**src/rtl/rename_pkg.sv**
```systemverilog
// rename_pkg: constants and types shared by the rename stage (free list and
// map table).
//   NumPhysRegs / NumArchRegs : register-file sizes
//   PhysRegWidth / phys_reg_t : physical register tag
//   free_list_state_e         : free-list init/run FSM states
package rename_pkg;
  localparam int NumPhysRegs  = 64;
  localparam int NumArchRegs  = 32;
  localparam int PhysRegWidth = $clog2(NumPhysRegs);

  typedef logic [PhysRegWidth-1:0] phys_reg_t;

  typedef enum logic {
    StInit,
    StRun
  } free_list_state_e;
endpackage

```
**src/rtl/free_list_ckpt_stack.sv**
```systemverilog
// free_list_ckpt_stack: NumCkpt-deep LIFO of free-list head pointers.
//   clk_i, rst_i : clock, synchronous active-high reset (empties the stack)
//   push_i       : push data_i (dropped when full or when popping)
//   pop_i        : pop the top entry (dropped when empty)
//   data_i       : pointer to push
//   top_o        : current top entry (meaningless while empty_o)
//   full_o       : stack holds NumCkpt entries
//   empty_o      : stack holds no entries
module free_list_ckpt_stack #(
  parameter int NumCkpt = 4,
  parameter int PtrW    = 6,
  localparam int SW     = $clog2(NumCkpt + 1),
  localparam int IW     = $clog2(NumCkpt)
) (
  input  logic            clk_i,
  input  logic            rst_i,
  input  logic            push_i,
  input  logic            pop_i,
  input  logic [PtrW-1:0] data_i,
  output logic [PtrW-1:0] top_o,
  output logic            full_o,
  output logic            empty_o
);
  logic [PtrW-1:0] r_stk [NumCkpt];
  logic [SW-1:0]   r_sp;
  logic            w_push, w_pop;
  logic [IW-1:0]   w_wr_idx, w_top_idx;

  assign empty_o   = (r_sp == '0);
  assign full_o    = (r_sp == SW'(NumCkpt));
  // Pop has priority; a simultaneous push is discarded.
  assign w_pop     = pop_i & ~empty_o;
  assign w_push    = push_i & ~pop_i & ~full_o;
  assign w_wr_idx  = IW'(r_sp);
  assign w_top_idx = IW'(r_sp - SW'(1));
  assign top_o     = r_stk[w_top_idx];

  always_ff @(posedge clk_i) begin
    if (rst_i) begin
      r_sp <= '0;
      for (int i = 0; i < NumCkpt; i++) r_stk[i] <= '0;
    end else if (w_pop) begin
      r_sp <= r_sp - SW'(1);
    end else if (w_push) begin
      r_stk[w_wr_idx] <= data_i;
      r_sp            <= r_sp + SW'(1);
    end
  end
endmodule

```
**src/rtl/free_list.sv**
```systemverilog
// free_list: physical-register free list for the 2-wide rename stage.
// A circular buffer of NumPhysRegs-NumArchRegs free tags; allocation pops up
// to two tags at head, commit pushes up to two retired tags at tail, and a
// LIFO of head checkpoints supports branch recovery.
//   clk_i, rst_i           : clock, synchronous active-high reset
//   alloc_valid_i          : rename group presented
//   need_0_i / need_1_i    : instruction 0/1 needs a destination
//   alloc_ready_o          : whole group can be granted this cycle
//   phys_rd_0_o/_1_o       : tags for instruction 0/1 (combinational)
//   rel_0_i/rel_reg_0_i    : commit slot 0 frees a tag
//   rel_1_i/rel_reg_1_i    : commit slot 1 frees a tag
//   save_i / restore_i     : push / pop-and-restore a head checkpoint
//   ckpt_full_o            : checkpoint stack full
//   init_done_o            : buffer initialised, list operational
// Build option FREE_LIST_PERF_EN adds free_cnt_o (current free count) and
// stall_cnt_o (saturating count of stalled allocation cycles).
module free_list #(
  parameter int NumPhysRegs = rename_pkg::NumPhysRegs,
  parameter int NumArchRegs = rename_pkg::NumArchRegs,
  parameter int NumCkpt     = 4,
  localparam int PW         = $clog2(NumPhysRegs),
  localparam int DW         = $clog2(NumPhysRegs - NumArchRegs)
) (
  input  logic          clk_i,
  input  logic          rst_i,
  input  logic          alloc_valid_i,
  input  logic          need_0_i,
  input  logic          need_1_i,
  output logic          alloc_ready_o,
  output logic [PW-1:0] phys_rd_0_o,
  output logic [PW-1:0] phys_rd_1_o,
  input  logic          rel_0_i,
  input  logic [PW-1:0] rel_reg_0_i,
  input  logic          rel_1_i,
  input  logic [PW-1:0] rel_reg_1_i,
  input  logic          save_i,
  input  logic          restore_i,
  output logic          ckpt_full_o,
  output logic          init_done_o
`ifdef FREE_LIST_PERF_EN
  ,
  output logic [DW:0]   free_cnt_o,
  output logic [31:0]   stall_cnt_o
`endif
);
  import rename_pkg::*;

  localparam int Depth = NumPhysRegs - NumArchRegs;

  free_list_state_e r_state, w_state_nxt;
  logic [PW-1:0] r_mem [Depth];
  logic [DW:0]   r_head, r_tail;
  logic [DW-1:0] r_init_idx;

  logic          w_run, w_init_last, w_ready, w_fire;
  logic          w_restore, w_push, w_ckpt_empty;
  logic [DW:0]   w_count, w_n, w_head_alloc, w_head_nxt, w_top;
  logic [DW:0]   w_rel1_ptr, w_rel_cnt;
  logic [DW-1:0] w_head_idx, w_head1_idx;

  assign w_run       = (r_state == StRun);
  assign w_init_last = (r_init_idx == DW'(Depth - 1));
  // Pointers carry a wrap bit, so count spans 0..Depth without ambiguity.
  assign w_count     = r_tail - r_head;
  assign w_n         = (DW+1)'(need_0_i) + (DW+1)'(need_1_i);
  assign w_ready     = w_run & ~restore_i & (w_count >= w_n);
  assign w_fire      = alloc_valid_i & w_ready;
  assign w_head_alloc = w_fire ? r_head + w_n : r_head;
  assign w_restore   = w_run & restore_i & ~w_ckpt_empty;
  // A checkpoint records head after this cycle's allocation.
  assign w_push      = w_run & save_i & ~restore_i;
  assign w_head_nxt  = w_restore ? w_top : w_head_alloc;
  // Slot 1 takes the slot after slot 0 only when slot 0 also releases.
  assign w_rel1_ptr  = rel_0_i ? r_tail + (DW+1)'(1) : r_tail;
  assign w_rel_cnt   = (DW+1)'(rel_0_i) + (DW+1)'(rel_1_i);
  assign w_head_idx  = r_head[DW-1:0];
  assign w_head1_idx = w_head_idx + DW'(1);

  // FSM: state register
  always_ff @(posedge clk_i) begin
    if (rst_i) r_state <= StInit;
    else       r_state <= w_state_nxt;
  end

  // FSM: next state
  always_comb begin
    w_state_nxt = r_state;
    case (r_state)
      StInit:  if (w_init_last) w_state_nxt = StRun;
      StRun:   w_state_nxt = StRun;
      default: w_state_nxt = StInit;
    endcase
  end

  // FSM: outputs (tags are zero until the buffer is initialised)
  always_comb begin
    init_done_o   = w_run;
    alloc_ready_o = w_ready;
    phys_rd_0_o   = '0;
    phys_rd_1_o   = '0;
    if (w_run) begin
      phys_rd_0_o = r_mem[w_head_idx];
      phys_rd_1_o = need_0_i ? r_mem[w_head1_idx] : r_mem[w_head_idx];
    end
  end

  always_ff @(posedge clk_i) begin
    if (rst_i) begin
      r_head     <= '0;
      r_tail     <= '0;
      r_init_idx <= '0;
    end else if (r_state == StInit) begin
      r_init_idx <= r_init_idx + DW'(1);
      if (w_init_last) r_tail <= (DW+1)'(Depth);
    end else begin
      r_head <= w_head_nxt;
      r_tail <= r_tail + w_rel_cnt;
    end
  end

  // Tag storage has no reset; outputs are gated until init has rewritten it.
  always_ff @(posedge clk_i) begin
    if (!rst_i) begin
      if (r_state == StInit) begin
        r_mem[r_init_idx] <= PW'(NumArchRegs) + PW'(r_init_idx);
      end else begin
        if (rel_0_i) r_mem[r_tail[DW-1:0]]     <= rel_reg_0_i;
        if (rel_1_i) r_mem[w_rel1_ptr[DW-1:0]] <= rel_reg_1_i;
      end
    end
  end

  // More free tags than slots means a tag was released twice.
  always_ff @(posedge clk_i) begin
    if (!rst_i && w_run) assert (w_count <= (DW+1)'(Depth));
  end

  free_list_ckpt_stack #(
    .NumCkpt (NumCkpt),
    .PtrW    (DW + 1)
  ) u_ckpt (
    .clk_i   (clk_i),
    .rst_i   (rst_i),
    .push_i  (w_push),
    .pop_i   (w_restore),
    .data_i  (w_head_alloc),
    .top_o   (w_top),
    .full_o  (ckpt_full_o),
    .empty_o (w_ckpt_empty)
  );

`ifdef FREE_LIST_PERF_EN
  logic [31:0] r_stall_cnt;

  always_ff @(posedge clk_i) begin
    if (rst_i) r_stall_cnt <= '0;
    else if (w_run && alloc_valid_i && !w_ready && !(&r_stall_cnt))
      r_stall_cnt <= r_stall_cnt + 32'd1;
  end

  assign free_cnt_o  = w_count;
  assign stall_cnt_o = r_stall_cnt;
`endif
endmodule

```
**config.mk**
```make
export PLATFORM = sky130hd
export DESIGN_NAME = free_list
export DESIGN_NICKNAME = d
export VERILOG_FILES = /design/src/rtl/rename_pkg.sv /design/src/rtl/free_list_ckpt_stack.sv /design/src/rtl/free_list.sv
export SDC_FILE = /design/constraint.sdc
export NUM_CORES = 1
export LEC_CHECK = 0
export CORE_MARGIN = 2
export CORE_UTILIZATION = 55
export DETAILED_ROUTE_END_ITERATION = 10
export PLACE_DENSITY_LB_ADDON = 0.05
export RECOVER_POWER = 100
export SLEW_MARGIN = 25
export SYNTH_ARGS = -nofsm -noshare
export SYNTH_HDL_FRONTEND = slang
export SYNTH_HIERARCHICAL = 1
export SYNTH_SLANG_ARGS = --single-unit
```
**constraint.sdc**
```tcl
create_clock -name clk_i -period 3.1 [get_ports clk_i]
set_input_delay 0.31 -clock clk_i [delete_from_list [all_inputs] [get_ports clk_i]]
set_output_delay 0.31 -clock clk_i [all_outputs]
set_load 0.01 [all_outputs]
```
==> impl_metrics.ini, run 1 <==
[hold_path]
hp-class = reg -> reg
hold_end = u_ckpt/r_sp[2]
hold_start = u_ckpt/r_sp[2]
min_path_cells = 2

[detailed_routing]
wl_per_cell_um = 28.4
drc = 0
num_vias = 10700
drt-initial-drc-count = 1173
ant_nets = 0
firstDrtPassIters = 5
via_per_inst = 6.67
routed_wl_mm = 45.4

[timing]
worst-slew-pin-transition_ns = 1.05
slew_headroom_pct = 29.1
finalSetupViolations = 11
skew_ns = 0.0108
post-route-period-util_pct = 107
finalHoldViolations = 0
fmax_mhz = 301
fin_ws_ns = -0.226
fin_crit_ns = 3.33
whs_ns = 0.526
rsz0062_at_grt = true
maxSlewViolCount = 0

[layout]
fin_area_sq_um = 17300
drive_above_1_share_pct = 34.7
fin_nets = 1279
final_util_pct = 64.9
antenna_cells = 0
syn2layout_area_growth_pct = 16.9

[clock_tree]
cts_tree = built
clk_latency_ns = 0.55
cts.sinks = 242
cts-root-buf = clkbuf_16
htreeDepth = 1
clock_path_buffers = 3
cts_buffers = 28
clk_transition_reported_paths_ns = 0.06

[yosys]
ys_seq_area_share_pct = 47.2
synth_edf_count = 216
yosys_warnings = 6
synth_nets = 1167
synth.avg_cell_area_sq_um = 13.2
async_reset_ff_share_pct = 0
yosysMostFrequentCell = edfxtp_1
synth_area_leader_cell = edfxtp_1
ys_ff_latch = 242
yosysTopAreaCellShare_pct = 43.7
yosys.cell_types.count = 62
synthFlopType = edfxtp_1
synth.top_cells.by_count = 216 x edfxtp_1, 113 x mux4_2, 106 x mux2_2
ys_top_cells_by_area = edfxtp_1 44%, mux4_2 17%, mux2_2 8.0%
synthCells = 1124
synth_area_sq_um = 14800

[status]
status = complete, but fails checks
violations = setup timing

[setup_path]
cp_data_required_time_ns = 2.79
crit_cells = 9
cp-start-kind = flip-flop
reg2regPathDepth = 13
path_class = reg -> out
end_kind = output port
regToRegEndpoint = u_ckpt/r_stk[0][2]
cp_data_arrival_time_ns = 3.02
cp_max_fo = 5
cp_cell_sequence = ha_4 -> buf_12 -> buf_16 -> buf_6 -> mux4_2 -> mux4_2 -> mux2i_2 -> o21ai_2 -> buf_2
cp_common_cell = mux4_2
path_buf_inv = 4
regToRegSetupSlack_ns = 0.03
path_delay_family = multiplexers
critPathSlowestCell = mux4_2
critPathMaxStageDelay_ns = 0.52
r2r_start = r_head[2]

[floorplanning]
die_y_um = 168
start_util_pct = 55.5
die-area_sq_um = 28300
io_pins = 36
dieWidth_um = 168
core_area_sq_um = 26700
rows = 60

[placement]
dp_hpwl_mm = 31.9
gp_congestion = 0.895
placed_area_sq_um = 16100
place_ws_ns = -0.0191
numPortBuffers = 35

[power_and_ir_drop]
internal_power_w = 0.00598
vdd_ir_drop_max_uv = 383
p_sw_share_pct = 21.0
p_switching_w = 0.00159
combPwrFrac_pct = 4.9
p_per_area_nw_per_um2 = 436
pwr-share-clk_pct = 47.6
total_power_w = 0.00757
leakage_nw = 6.04
p_seq_share_pct = 47.4

[run]
cap_violations = 0

[grt]
grt_max_degree = 35
grt_pass1_wl_mm = 68.0
grt_use_total_pct = 32.6
antenna_found_initial = 0
grt_pass1_vias = 10300
grt_overflow_total = 0
==> cells by family (layout without fill, tap and decap cells) <==
family          count (synthesis)  in the layout  synth area share, %
simple gates                  279            279                 9.34
mux                           261            261                 29.6
flops                         242            242                 47.2
compound gates                192            192                 7.63
buf+inv                       114            248                 3.39
fa+ha+maj                      22             22                 2.01
xor+xnor                       14             14                0.826
==> cell usage in the layout, fill, tap and decap left out, drive strengths merged, types with 8 or more instances in the layout <==
master         count
edfxtp           216
mux4             126
mux2             124
nor2             117
buf              115
a21oi             92
clkbuf            79
nand2             65
o21ai             39
and2              29
dfxtp             26
clkdlybuf4s50     19
ha                19
inv               19
nand3             16
o22ai             14
nand2b            12
nor3              11
mux2i             11
a22o               8
o21a               8
a31oi              8
==> sequential cells by signal (all words and copies together), names as in the netlist, named ones only <==
register	cells
init_done_o	1
r_mem	192
u_ckpt/r_stk	24
u_ckpt/r_sp	3
r_tail	6
r_head	6
r_init_idx	5
==> stage by stage <==
step	std cells	TNS, ns
final	1599	-1.20
after global placement	1509	-0.0103
after CTS	1595	-1.25
after floorplan	1124	0
after detailed placement	1509	-0.0203
after global routing	1599	-7.32
==> routing by layer <==
metal | vias to the layer above | wire, um | GRT usage [%]
li1 | 4607 | - | -
met1 | 5338 | 18000 | 44.7
met2 | 606 | 21400 | 52.4
met3 | 111 | 4280 | 7.05
met4 | 0 | 1720 | 10.6
met5 | - | 0 | 0
==> power by group through the flow <==
stage,Sequential [W],Combinational [W],Clock [W]
after floorplan,0.00365,0.000209,0
after global placement,0.00366,0.000356,0
after detailed placement,0.00366,0.000362,0
after CTS,0.00359,0.000369,0.00363
after global routing,0.00359,0.000395,0.00373
final,0.00359,0.000373,0.00360
==> final cells by class <==
type | instances | area, sq um
multi-input cells | 768 | 7330
well taps | 341 | 427
inverters | 20 | 75.1
clock inverters | 13 | 219
flip-flops and latches | 242 | 7020
fillers | 2032 | 9380
repair buffers | 176 | 1500
clock buffers | 39 | 783
==> worst register-to-register path: stages, from the launching register on <==
cell and delay (ns):
dfxtp_2 0.38, clkbuf_2 0.26, inv_1 0.07, ha_1 0.35, o21ai_0 0.20, a21oi_1 0.08, o41ai_1 0.40, or2_1 0.23
o21ai_4 0.08, buf_4 0.13, buf_4 0.14, or3_1 0.36, nand2_1 0.13, and2_1 0.14
==> worst max-delay path by stage <==
| stage | from | end | slack, ns |
|---|---|---|---|
| 4_1_cts | r_head[0] | phys_rd_1_o[0] | -0.20 |
| 3_5_place_dp | r_head[1] | phys_rd_1_o[3] | -0.02 |
| 6_report | r_head[0] | phys_rd_1_o[5] | -0.23 |
| 2_1_floorplan | r_tail[0] | u_ckpt/r_stk[0][5] | 0.27 |
| 5_1_grt | r_head[1] | phys_rd_1_o[5] | -0.27 |
| 3_3_place_gp | r_head[1] | phys_rd_1_o[3] | -0.005 |
==> repair_timing <==
action | CTS | global route
hold buffers | 0 | 0
gates cloned | 4 | 0
setup endpoints to repair | 13 | 21
endpoints found under the hold margin | 0 | 0
gates resized for setup | 89 | 10
setup buffers | 31 | 4
pin swaps | 9 | 8
Note: power is estimated with default switching activity, not from simulation.
==> inputs of run 2 (changes only) <==
Settings changed: CTS_CLUSTER_DIAMETER set to 60.
==> run 2 against run 1 <==
Effect of this change:
- the run still ends with setup timing left
- clock power decreased by 6.7%
- global-route usage is 0.15 points lower
- clock-buffer cell count did not move
==> impl_metrics.ini, run 2 (same netlist as run 1, synthesis figures left out) <==
[layout]
largest_register = r_mem
syn2layout_area_growth_pct = 15.8
antenna_cells = 0
largest_reg_flops = 192
fin_nets = 1274
final_common_cell = edfxtp_1
reg_top3 = r_mem x192, u_ckpt/r_stk x24
final_cell_mix = 216 x edfxtp_1, 126 x mux4_2, 106 x nor2_1, 106 x mux2_2, 92 x a21oi_1
drive_above_1_share_pct = 34.8

[setup_path]
cp_max_fo = 5
path_class = reg -> out
startpoint = r_head[0]
critPathSlowestCell = mux4_2
cp_cell_sequence = ha_4 -> buf_4 -> clkbuf_16 -> mux4_2 -> mux4_2 -> mux2i_2 -> o21ai_1 -> buf_2
cp-start-kind = flip-flop
critPathMaxStageDelay_ns = 0.56
cp_data_required_time_ns = 2.79
cp_common_cell = mux4_2
end_kind = output port
cp_data_arrival_time_ns = 3.04
r2r_start = r_head[2]

[hold_path]
hold_start = u_ckpt/r_sp[2]
hp-class = reg -> reg

[clock_tree]
cts_tree = built
cts.sinks = 242
cts_buffers = 30
clk_transition_reported_paths_ns = 0.06
cts_hold_buf = 0
clk_latency_ns = 0.56
clock_path_buffers = 3
cts-root-buf = clkbuf_16
htreeDepth = 1

[floorplanning]
die-area_sq_um = 28300
core_area_sq_um = 26700
rows = 60
die_y_um = 168
dieWidth_um = 168
start_util_pct = 55.5
io_pins = 36

[grt]
grt_overflow_total = 0
grt_max_degree = 35
grt_pass1_vias = 10200
grt_use_total_pct = 32.4
antenna_found_initial = 1
grt_pass1_wl_mm = 67.4

[detailed_routing]
firstDrtPassIters = 5
num_vias = 10600
routed_wl_mm = 45.4
drc = 0
wl_per_cell_um = 28.5
wl_met2_mm = 21.3
drt-initial-drc-count = 1227
ant_nets = 0
wl_met3_mm = 4.36
drt-met1-wl_mm = 18.1
via_per_inst = 6.66
top_layer_used = met4

[timing]
maxSlewViolCount = 0
fin_ws_ns = -0.254
fmax_mhz = 298
rsz0062_at_grt = true
fin_crit_ns = 3.35
slew_headroom_pct = 24.6
whs_ns = 0.530
skew_ns = 0.0109
finalSetupViolations = 8
worst-slew-pin-transition_ns = 1.13
finalHoldViolations = 0
post-route-period-util_pct = 108

[placement]
numPortBuffers = 35
dp_hpwl_mm = 31.9
gp_congestion = 0.895

[status]
status = complete, but fails checks
violations = setup timing

[power_and_ir_drop]
vdd_ir_drop_max_uv = 388
total_power_w = 0.00732
p_per_area_nw_per_um2 = 426
leakage_nw = 5.93

[run]
cap_violations = 0
[run 2: worst paths after layout]
check             slack (ns)            endpoint  cells after the start
setup reg to reg        0.01  u_ckpt/r_stk[0][2]                     13
hold reg to reg         0.53      u_ckpt/r_sp[2]                      2
setup / recovery       -0.25      phys_rd_1_o[1]                      8
hold / removal          0.53      u_ckpt/r_sp[2]                      2
[run 2: layout make-up]
cell class                 count  area (sq um)
clock buffer                  39           806
clock inverter                15           130
fill                        2060          9540
inverter                      20          75.1
multi-input combinational    768          7310
sequential                   242          7020
tap                          341           427
timing repair buffer         169          1420
[run 2: worst max-delay path: cells and delay by family, from the launching register on]
kind / cells / cell delay, ns
multiplexers: 3 / 1.29
flip-flops: 1 / 0.33
AO/OA/AOI/OAI: 1 / 0.08
adder cells (fa/ha/maj): 1 / 0.33
buffers and inverters: 3 / 0.45
[run 2: what timing repair did]
action / 4_1_cts / 5_1_grt
pin swaps: 9 / 9
setup buffers: 22 / 5
resized for setup: 93 / 13
hold endpoints to repair: 0 / 0
setup endpoints to repair: 13 / 20
cloned: 5 / 1
[run 2: metal layers]
metal  global-route usage (%)  vias to the layer above
met3                     6.54                      101
met2                     52.3                      623
met5                        0                        -
met1                     44.9                     5307
met4                     9.82                        0
li1                         -                     4582
[run 2: power by group]
part | leakage (nW) | switching (W) | internal (W) | total (W)
Combinational | 3.23 | 0.000223 | 0.000149 | 0.000372
Sequential | 2.25 | 0.0000176 | 0.00357 | 0.00359
Clock | 0.448 | 0.00143 | 0.00192 | 0.00336
[run 2: through the flow]
step	instance area, sq um	utilization [%]	std cells	setup WS (ns)	setup TNS (ns)
after detailed placement	16100	60.1	1509	-0.0191	-0.0203
final	17200	64.3	1594	-0.254	-1.45
after global placement	16100	60.1	1509	-0.00543	-0.0103
after CTS	17300	64.9	1589	-0.221	-1.20
after global routing	17200	64.3	1594	-0.298	-12.19
after floorplan	14800	-	1124	0.269	0
==> inputs of run 3 (changes only) <==
Settings changed: SLEW_MARGIN 25 to unset, TNS_END_PERCENT set to 30.
Clock period 3.1 ns to 4.2 ns, I/O delays scaled along.
==> run 3 against run 2 <==
Effect of this change:
- the flow now finishes without violations
- largest power group unchanged
- setup slack improved by 0.41 ns
- first-iteration DRC count barely moved
- total power fell by 27%
- clock-buffer cell count did not move
- sequential power fell by 26%
- critical path type unchanged
- clock power fell by 27%
- register-to-register slack improved by 0.41 ns
- clock skew barely moved
- non-clock buffer count fell by 80
- sequential share of layout area rose by 2.0 points
==> impl_metrics.ini, run 3 (same netlist as run 1, synthesis figures left out) <==
[timing]
maxSlewViolCount = 0
fmax_mhz = 247
slew_headroom_pct = 16.3
rsz0062_at_grt = false
skew_ns = 0.0112
finalHoldViolations = 0
post-route-period-util_pct = 96.4
whs_ns = 0.550
worst-slew-pin-transition_ns = 1.25
fin_crit_ns = 4.05
timing.setup.tns_ns = 0
finalSetupViolations = 0

[detailed_routing]
ant_nets = 0
firstDrtPassIters = 8
wl_met2_mm = 20.5
drc = 0
routed_wl_mm = 45.0
top_layer_used = met4
via_per_inst = 6.88
drt-met1-wl_mm = 18.0
num_vias = 10400
wl_met3_mm = 4.84
wl_per_cell_um = 29.7
drt-initial-drc-count = 1226

[layout]
largest_reg_flops = 192
final_common_cell = edfxtp_1
largest_register = r_mem
fin_nets = 1194
syn2layout_area_growth_pct = 10.3
final_cell_mix = 216 x edfxtp_1, 117 x nor2_1, 113 x mux4_2
drive_above_1_share_pct = 25.8
reg_top3 = r_mem x192, u_ckpt/r_stk x24

[setup_path]
critPathMaxStageDelay_ns = 0.58
critPathSlowestCell = mux4_2
cp_data_arrival_time_ns = 3.63
cp_cell_sequence = ha_4 -> buf_8 -> mux4_2 -> mux4_2 -> mux2i_1 -> o21ai_1 -> clkdlybuf4s50_1
path_class = reg -> out
cp_data_required_time_ns = 3.78
cp_common_cell = mux4_2
cp-start-kind = flip-flop
end_kind = output port
cp_max_fo = 16

[floorplanning]
die_y_um = 168
rows = 60
dieWidth_um = 168
io_pins = 36
core_area_sq_um = 26700
die-area_sq_um = 28300
start_util_pct = 55.5

[power_and_ir_drop]
leakage_nw = 5.49
total_power_w = 0.00536
p_per_area_nw_per_um2 = 328
vdd_ir_drop_max_uv = 341

[clock_tree]
post_cts_buffers = 0
cts_tree = built
cts_buffers = 30
cts_hold_buf = 0
cts-root-buf = clkbuf_16
clock_path_buffers = 3
clk_latency_ns = 0.56
htreeDepth = 1
cts.sinks = 242
clk_transition_reported_paths_ns = 0.05

[grt]
antenna_found_initial = 0
grt_pass1_vias = 9782
grt_max_degree = 36
grt_use_total_pct = 32.4
grt_overflow_total = 0
grt_pass1_wl_mm = 66.8

[hold_path]
hp-class = reg -> reg

[placement]
dp_hpwl_mm = 32.5
numPortBuffers = 35
gp_congestion = 0.974

[run]
cap_violations = 0

[status]
status = complete, no violations
## run 3: changes by cell type in the layout (fill, tap and decap cells not counted), sizes merged, moves of 4 or more
cell | before | now
clkinv | 9 | 13
clkdlybuf4s50 | 20 | 28
clkbuf | 81 | 67
buf | 105 | 27
dlygate4sd3 | 2 | 6
## run 3: per-stage QoR
stage	setup slack (ns)	cell area (sq um)	cells	util, %
final	0.153	16400	1517	61.2
after global routing	0.0125	16400	1516	61.2
after CTS	0.0872	16600	1516	62.1
after detailed placement	0.664	15700	1460	58.6
after global placement	0.711	15700	1460	58.6
after floorplan	1.37	14800	1124	-
## run 3: final timing paths
path | startpoint | end | slack, ns | cells past startpoint
setup / recovery | r_head[1] | phys_rd_1_o[0] | 0.15 | 7
hold reg to reg | u_ckpt/r_sp[2] | u_ckpt/r_sp[2] | 0.55 | 2
hold / removal | u_ckpt/r_sp[2] | u_ckpt/r_sp[2] | 0.55 | 2
setup reg to reg | u_ckpt/r_sp[0] | u_ckpt/r_stk[0][2] | 0.42 | 10
## run 3: metal layers
metal  global-route usage [%]  vias up
li1                         -     4441
met1                     45.5     5217
met2                     50.2      667
met3                     7.85      109
met4                     10.6        0
met5                        0        -
## run 3: area by class of cell
type                    instances  area, sq um
multi-input cells             768         7230
inverters                      20         75.1
fillers                      2130        10400
diodes                          1         2.50
flip-flops and latches        242         7010
repair buffers                 89          682
well taps                     341          427
clock buffers                  39          826
clock inverters                17          110
## run 3: worst max-delay path: cells and delay by family, from the launching register on
kind / cells / cell delay [ns]
buffers and inverters: 2 / 0.75
adder cells (fa/ha/maj): 1 / 0.54
AO/OA/AOI/OAI: 1 / 0.09
multiplexers: 3 / 1.31
flip-flops: 1 / 0.38
## run 3: power breakdown
part / leakage (nW) / switching, W / internal (W) / total (W)
Combinational: 2.79 / 0.000163 / 0.000102 / 0.000265
Clock: 0.457 / 0.00105 / 0.00139 / 0.00245
Sequential: 2.25 / 0.0000164 / 0.00264 / 0.00265
## run 3: repair_timing
item / CTS / global route
endpoints found under the setup margin: 0 / 1
hold endpoints to repair: 0 / 0
resized for setup: 0 / 1
